$ cat config.mk
export PLATFORM = sky130hd
export DESIGN_NAME = can_frame_tx
export DESIGN_NICKNAME = d
export VERILOG_FILES = /design/src/rtl/can_tx_pkg.sv /design/src/rtl/can_crc15.sv /design/src/rtl/can_frame_tx.sv
export SDC_FILE = /design/constraint.sdc
export NUM_CORES = 1
export LEC_CHECK = 0
export ABC_AREA = 0
export ABC_CLOCK_PERIOD_IN_PS = 7400
export BUFFER_PORTS_ARGS = -buffer_cell sky130_fd_sc_hd__buf_2
export CAP_MARGIN = 20
export CORE_MARGIN = 3
export CORE_UTILIZATION = 55
export DETAILED_ROUTE_END_ITERATION = 12
export GPL_TIMING_DRIVEN = 0
export MAX_ROUTING_LAYER = met4
export PLACE_DENSITY_LB_ADDON = 0.12
export SKIP_CTS_REPAIR_TIMING = 1
export SYNTH_ARGS = -nofsm -noshare
export SYNTH_HDL_FRONTEND = slang
export SYNTH_SLANG_ARGS = --single-unit
$ cat constraint.sdc
create_clock -name clk -period 7.4 [get_ports clk]
set_input_delay 1.48 -clock clk [delete_from_list [all_inputs] [get_ports clk]]
set_output_delay 1.48 -clock clk [all_outputs]
set_load 0.005 [all_outputs]
$ cat src/rtl/can_tx_pkg.sv
// Shared types and field constants for the CAN frame transmitter.
// CRC constants are only consumed when CAN_TX_CRC_EN is defined.
package can_tx_pkg;

  typedef enum logic [2:0] {
    s_idle,
    s_load,
    s_field,
    s_stuff,
    s_crc,
    s_done
  } txState_t;

  localparam int unsigned SOF_LEN    = 1;
  localparam int unsigned ID_LEN     = 11;
  localparam int unsigned CTRL_LEN   = 3;
  localparam int unsigned DLC_LEN    = 4;
  localparam int unsigned HEADER_LEN = SOF_LEN + ID_LEN + CTRL_LEN + DLC_LEN;
  localparam int unsigned STUFF_RUN  = 5;
  localparam int unsigned CRC_LEN    = 15;
  localparam logic [14:0] CRC_POLY   = 15'h4599;

endpackage

$ cat src/rtl/can_crc15.sv
// Serial CAN CRC-15 register: one bit per bitValid, MSB-first polynomial division.
module can_crc15
  import can_tx_pkg::*;
(
  input  logic               clk,
  input  logic               reset,
  input  logic               clear,
  input  logic               bitValid,
  input  logic               bitIn,
  output logic [CRC_LEN-1:0] crc
);

  always_ff @(posedge clk or posedge reset) begin
    if (reset) begin
      crc <= '0;
    end else if (clear) begin
      crc <= '0;
    end else if (bitValid) begin
      crc <= {crc[CRC_LEN-2:0], 1'b0} ^ ((bitIn ^ crc[CRC_LEN-1]) ? CRC_POLY : '0);
    end
  end

endmodule

$ cat src/rtl/can_frame_tx.sv
// CAN standard-frame serializer with bit stuffing (SOF..data field).
// Optional CRC-15 field appended when CAN_TX_CRC_EN is defined.
module can_frame_tx
  import can_tx_pkg::*;
#(
  parameter int unsigned MAX_BYTES = 8,
  parameter int unsigned CNT_W     = 7
) (
  input  logic        clk,
  input  logic        reset,
  input  logic        enable,
  input  logic        start,
  input  logic [10:0] id,
  input  logic        rtr,
  input  logic [3:0]  dlc,
  input  logic [63:0] data,
  input  logic        bitPulse,
  output logic        dOut,
  output logic        busy,
  output logic        stuffBit,
  output logic        done
);

  localparam int unsigned DATA_W  = 8 * MAX_BYTES;
  localparam int unsigned FIELD_W = HEADER_LEN + DATA_W;

  txState_t             state;
  logic [10:0]          idReg;
  logic                 rtrReg;
  logic [3:0]           dlcReg;
  logic [DATA_W-1:0]    dataReg;
  logic [FIELD_W-1:0]   fieldShift;
  logic [CNT_W-1:0]     fieldLen;
  logic [CNT_W-1:0]     bitCnt;
  logic [2:0]           runCnt;
  logic                 lastBit;

  logic [31:0]          nBytes;
  logic [CNT_W-1:0]     loadLen;
  logic [CNT_W-1:0]     bitCntInc;
  logic                 curBit;
  logic [2:0]           nextRun;

`ifdef CAN_TX_CRC_EN
  logic [CRC_LEN-1:0]   crcVal;
  logic [3:0]           crcCnt;
  logic [3:0]           crcIdx;

  can_crc15 u_crc (
    .clk      (clk),
    .reset    (reset),
    .clear    (state == s_load),
    .bitValid ((state == s_field) && bitPulse && enable),
    .bitIn    (fieldShift[FIELD_W-1]),
    .crc      (crcVal)
  );

  assign crcIdx = 4'(CRC_LEN - 1) - crcCnt;
`endif

  always_comb begin
    nBytes = '0;
    if (!rtrReg) begin
      nBytes = (32'(dlcReg) > MAX_BYTES) ? MAX_BYTES : 32'(dlcReg);
    end
    loadLen   = CNT_W'(HEADER_LEN + 8 * nBytes);
    bitCntInc = bitCnt + CNT_W'(1);
    curBit    = fieldShift[FIELD_W-1];
`ifdef CAN_TX_CRC_EN
    if (state == s_crc) curBit = crcVal[crcIdx];
`endif
    nextRun = (curBit == lastBit) ? runCnt + 3'd1 : 3'd1;
  end

  always_ff @(posedge clk or posedge reset) begin
    if (reset) begin
      state      <= s_idle;
      idReg      <= '0;
      rtrReg     <= 1'b0;
      dlcReg     <= '0;
      dataReg    <= '0;
      fieldShift <= '0;
      fieldLen   <= '0;
      bitCnt     <= '0;
      runCnt     <= '0;
      lastBit    <= 1'b1;
      dOut       <= 1'b1;
      busy       <= 1'b0;
      stuffBit   <= 1'b0;
      done       <= 1'b0;
`ifdef CAN_TX_CRC_EN
      crcCnt     <= '0;
`endif
    end else begin
      done <= 1'b0;
      if (!enable && state != s_idle) begin
        state    <= s_idle;
        dOut     <= 1'b1;
        busy     <= 1'b0;
        stuffBit <= 1'b0;
        runCnt   <= '0;
      end else begin
        unique case (state)
          s_idle: begin
            if (start && enable) begin
              idReg   <= id;
              rtrReg  <= rtr;
              dlcReg  <= dlc;
              dataReg <= data[63 -: DATA_W];
              busy    <= 1'b1;
              state   <= s_load;
            end
          end
          s_load: begin
            fieldShift <= {1'b0, idReg, rtrReg, 2'b00, dlcReg, dataReg};
            fieldLen   <= loadLen;
            bitCnt     <= '0;
            runCnt     <= '0;
            lastBit    <= 1'b1;  // bus idles recessive before SOF
`ifdef CAN_TX_CRC_EN
            crcCnt     <= '0;
`endif
            state      <= s_field;
          end
          s_field: begin
            if (bitPulse) begin
              dOut       <= curBit;
              stuffBit   <= 1'b0;
              lastBit    <= curBit;
              runCnt     <= nextRun;
              fieldShift <= {fieldShift[FIELD_W-2:0], 1'b0};
              bitCnt     <= bitCntInc;
              if (nextRun == 3'(STUFF_RUN)) begin
                state <= s_stuff;
              end else if (bitCntInc == fieldLen) begin
`ifdef CAN_TX_CRC_EN
                state <= s_crc;
`else
                state <= s_done;
`endif
              end
            end
          end
          s_stuff: begin
            // Stuff bits leave bitCnt untouched, so it tells us where to resume.
            if (bitPulse) begin
              dOut     <= ~lastBit;
              stuffBit <= 1'b1;
              lastBit  <= ~lastBit;
              runCnt   <= 3'd1;
              if (bitCnt != fieldLen) begin
                state <= s_field;
`ifdef CAN_TX_CRC_EN
              end else if (crcCnt != 4'(CRC_LEN)) begin
                state <= s_crc;
`endif
              end else begin
                state <= s_done;
              end
            end
          end
          s_crc: begin
`ifdef CAN_TX_CRC_EN
            if (bitPulse) begin
              dOut     <= curBit;
              stuffBit <= 1'b0;
              lastBit  <= curBit;
              runCnt   <= nextRun;
              crcCnt   <= crcCnt + 4'd1;
              if (nextRun == 3'(STUFF_RUN)) begin
                state <= s_stuff;
              end else if (crcCnt == 4'(CRC_LEN - 1)) begin
                state <= s_done;
              end
            end
`else
            state <= s_idle;
            busy  <= 1'b0;
`endif
          end
          s_done: begin
            if (bitPulse) begin
              dOut     <= 1'b1;
              stuffBit <= 1'b0;
              done     <= 1'b1;
              busy     <= 1'b0;
              state    <= s_idle;
            end
          end
          default: begin
            state <= s_idle;
            busy  <= 1'b0;
          end
        endcase
      end
    end
  end

endmodule

==> impl_results.md <==
* DR WL/cell at 16.5 µm
* Syn Inst Count at 706
* Row cnt at 43
* First-pass GRT wire length at 28,000 µm
* Switching share of total power at 0.332
* Hpwl dp at 11,300 µm
* Worst hold stages at 2
* Hold Crit Start: fieldShift[67]
* WHS Endpoint: fieldShift[68]
* Vert. Die Dim at 128 µm
* Yosys warns at 0
* Required time worst endpoint at 7680 ps
* Metal3 WL at 733 µm
* Core ar. at 14,200 µm²
* FF-to-FF setup slack at 5030 ps
* CP bufs+invs at 4
* Fillers at 1,081
* Internal cell power at 2600 µW
* Mapped Nets at 794
* Switching power total at 1290 µW
* Slew Limit Fails at 0
* Netlist cell types at 50
* Crit path cell chain: buf_2 > nand2_1 > nor3_2 > nor2_1 > buf_2 > buf_2 > buf_2 > nand2_1 > o21ai_1
* Clock Sink Count at 186
* Final instance area at 9470 µm²
* Unrepaired setup endpoints after global routing: no
* CP peak stage delay at 490 ps
* Tmin final at 3030 ps
* Measured slew at the worst slew-check pin at 699 ps
* Post-synth EDFFs at 0
* Pre-antenna DRT Iters at 5
* DR iter-0 viols at 405
* Initial antenna violation count at 0
* Slew margin rel. at 0.534
* Met2 WL at 8220 µm
* Leak Pwr at 0.00428 µW
* CTS tree: yes
* Worst r2r dst: dataReg[32]
* Hold Fails Final Rpt at 0
* Status: completed
* Largest net degree at the start of global routing at 140
* H-tree depth at 4
* Critical Path Start Type: input port
* Starting density of the core at 0.576
* R2R depth at 5
* Design Power at 3890 µW
* CP Data Arrival Time at 3320 ps
* Gpl congestion at 0.882
* Min-delay worst type: register to register
* PortBufs at 87
* Vias in the first global route at 5,714
* Crit Path Category: input port to register
* # nets final at 901
* Count of max-cap constraint violations at 0
* Peak supply drop at 0.000270 V
* Cell Pwr Density at 411 nW/µm²
* Clk_lat worst skew at 420 ps
* Slowest library cell on the worst path: nor3_2
* Drt via density at 5.53
* R2R Path Start: state[2]
* Final Cycle Share at 0.410
* Area Overhead vs Synth at 15.8%
* Clock power share at 0.234
* Antenna cells at 0
* GRT Util Overall at 0.222
* Deepest clock path buffer count at 2
* Mean Syn Cell Area at 11.6 µm²
* CTS root buf: clkbuf_16
* Combinational share of power at 0.322
* Number of buffers created by CTS at 17
* Sequential Power Share at 0.444
* Post-Route Skew at 9.79 ps
* Worst Path Max Fanout at 10
* Fmax at 0.330 GHz
* Final ANT Viol Nets at 0
* Layout cell share with drive strength beyond 1 at 0.261
* Endpoints failing setup at 0
* Ys async rst share at 1.00
* Synthesized flop and latch total at 186
* Pre-CTS setup slack at 3930 ps
* Final WL at 16,600 µm
* Top delay family on crit path: buffers and inverters
* Vias at 5,555
* Post-Route Setup TNS at 0 ps
* Boundary pin count at 89
* DRC at 0
* Crit. End Element: register
* Grt ovf at 0
* Synth Flop Type: dfrtp_1
* Final core utilization at 0.666
* Final setup margin at 4370 ps
* Clk pin slew, worst setup/hold paths at 60 ps
* Highest Signal Layer: met4
* Die Wd at 128 µm
* Critical path's most frequent cell: buf_2
* Seq/Total Area, Yosys at 0.570
* Die area at 16,400 µm²
* Post-DP Area at 8870 µm²
* Post-Syn Area at 8180 µm²
* Met1 WL at 7410 µm
## logic make-up after synthesis
family	share of synthesized area
AOI/OAI and AO/OA	0.0874
xor gates and xnor gates	0.0107
adders and majority gates	0.00459
buffers and inverters	0.0271
DFF	0.570
muxes	0.208
and+or+nand+nor	0.0924
## final cells by class
| type | instances | area (µm²) | area share |
|---|---|---|---|
| Sequential cell | 186 | 4660 | 0.492 |
| Multi-Input combinational cell | 471 | 3300 | 0.348 |
| Timing Repair Buffer | 88 | 463 | 0.0489 |
| Clock buffer | 21 | 450 | 0.0476 |
| Tap cell | 180 | 225 | 0.0238 |
| Buffer | 45 | 206 | 0.0218 |
| Clock inverter | 10 | 144 | 0.0152 |
| Inverter | 4 | 22.5 | 0.00238 |
## layer usage
metal | global-route usage | vias to the layer above
met5 | - | -
met1 | 0.286 | 2753
met2 | 0.353 | 111
li1 | - | 2674
met3 | 0.0546 | 17
met4 | 0.0630 | 0
## power by group through the flow
stage / clock (µW) / combinational, µW / sequential (µW)
finish: 913 / 1250 / 1730
detailed placement: 0 / 1260 / 1740
global route: 975 / 1420 / 1780
CTS: 932 / 1270 / 1730
floorplan: 0 / 1000 / 1650
global placement: 0 / 1190 / 1710
## tightest hold or removal path, stage by stage, from the launching register on
cell and delay, ps:
dfrtp_1 340, nand2_1 50, nand2_1 50
## worst max-delay path by stage
stage	depth (start not counted)	slack, ps	from	to
6_report	9	4370	bitPulse	fieldShift[17]
5_1_grt	9	4170	bitPulse	fieldShift[40]
4_1_cts	9	4380	bitPulse	fieldShift[55]
3_5_place_dp	9	3930	bitPulse	fieldShift[54]
3_3_place_gp	2	-930	reset	dataReg[12]
2_1_floorplan	1	870	reset	bitCnt[0]
## state kept, by name, summed over array words and instances (netlist names), 3 cells and up
name        count
fieldLen        5
state           3
fieldShift     83
idReg          11
runCnt          3
dlcReg          4
bitCnt          7
dataReg        64
## Yosys cell counts, drive strengths merged (4+ instances only)
| library cell | number | area [µm²] |
|---|---|---|
| mux2i | 80 | 801 |
| buf | 29 | 146 |
| nor2b | 6 | 37.5 |
| clkbuf | 16 | 60.1 |
| nand2b | 6 | 37.5 |
| dfrtp | 184 | 4600 |
| inv | 4 | 15.0 |
| o21ai | 97 | 485 |
| a21oi | 6 | 30.0 |
| nor3 | 4 | 25.0 |
| mux2 | 80 | 901 |
| nor2 | 17 | 63.8 |
| xnor2 | 7 | 61.3 |
| and2 | 4 | 25.0 |
| nand2 | 107 | 402 |
| nand3 | 15 | 75.1 |
## through the flow
step | hold slack [ps] | instances
floorplan | 438 | 706
global placement | 451 | 973
detailed placement | 454 | 974
CTS | 475 | 1005
global route | 510 | 1005
finish | 472 | 1005
## cells in the final DEF, fill, tap and decap left out, types with 3 or more instances in the layout
cell and instances:
clkinvlp_4 3, ha_1 3, nor2_1 17, clkbuf_1 19, a22o_1 3, mux2_1 16
inv_1 3, nor3_1 3, dfrtp_1 184, clkbuf_16 17, xnor2_1 7, mux2i_1 80
buf_2 114, or3_1 3, nand3_1 15, o21ai_1 62, mux2_2 64, nand2b_1 6
nor2b_1 6, bufinv_16 3, and3_1 3, xor2_1 3, nand2_1 107, and2_1 4
a21oi_1 6, o21ai_0 35
(Power assumes the default switching activity.)
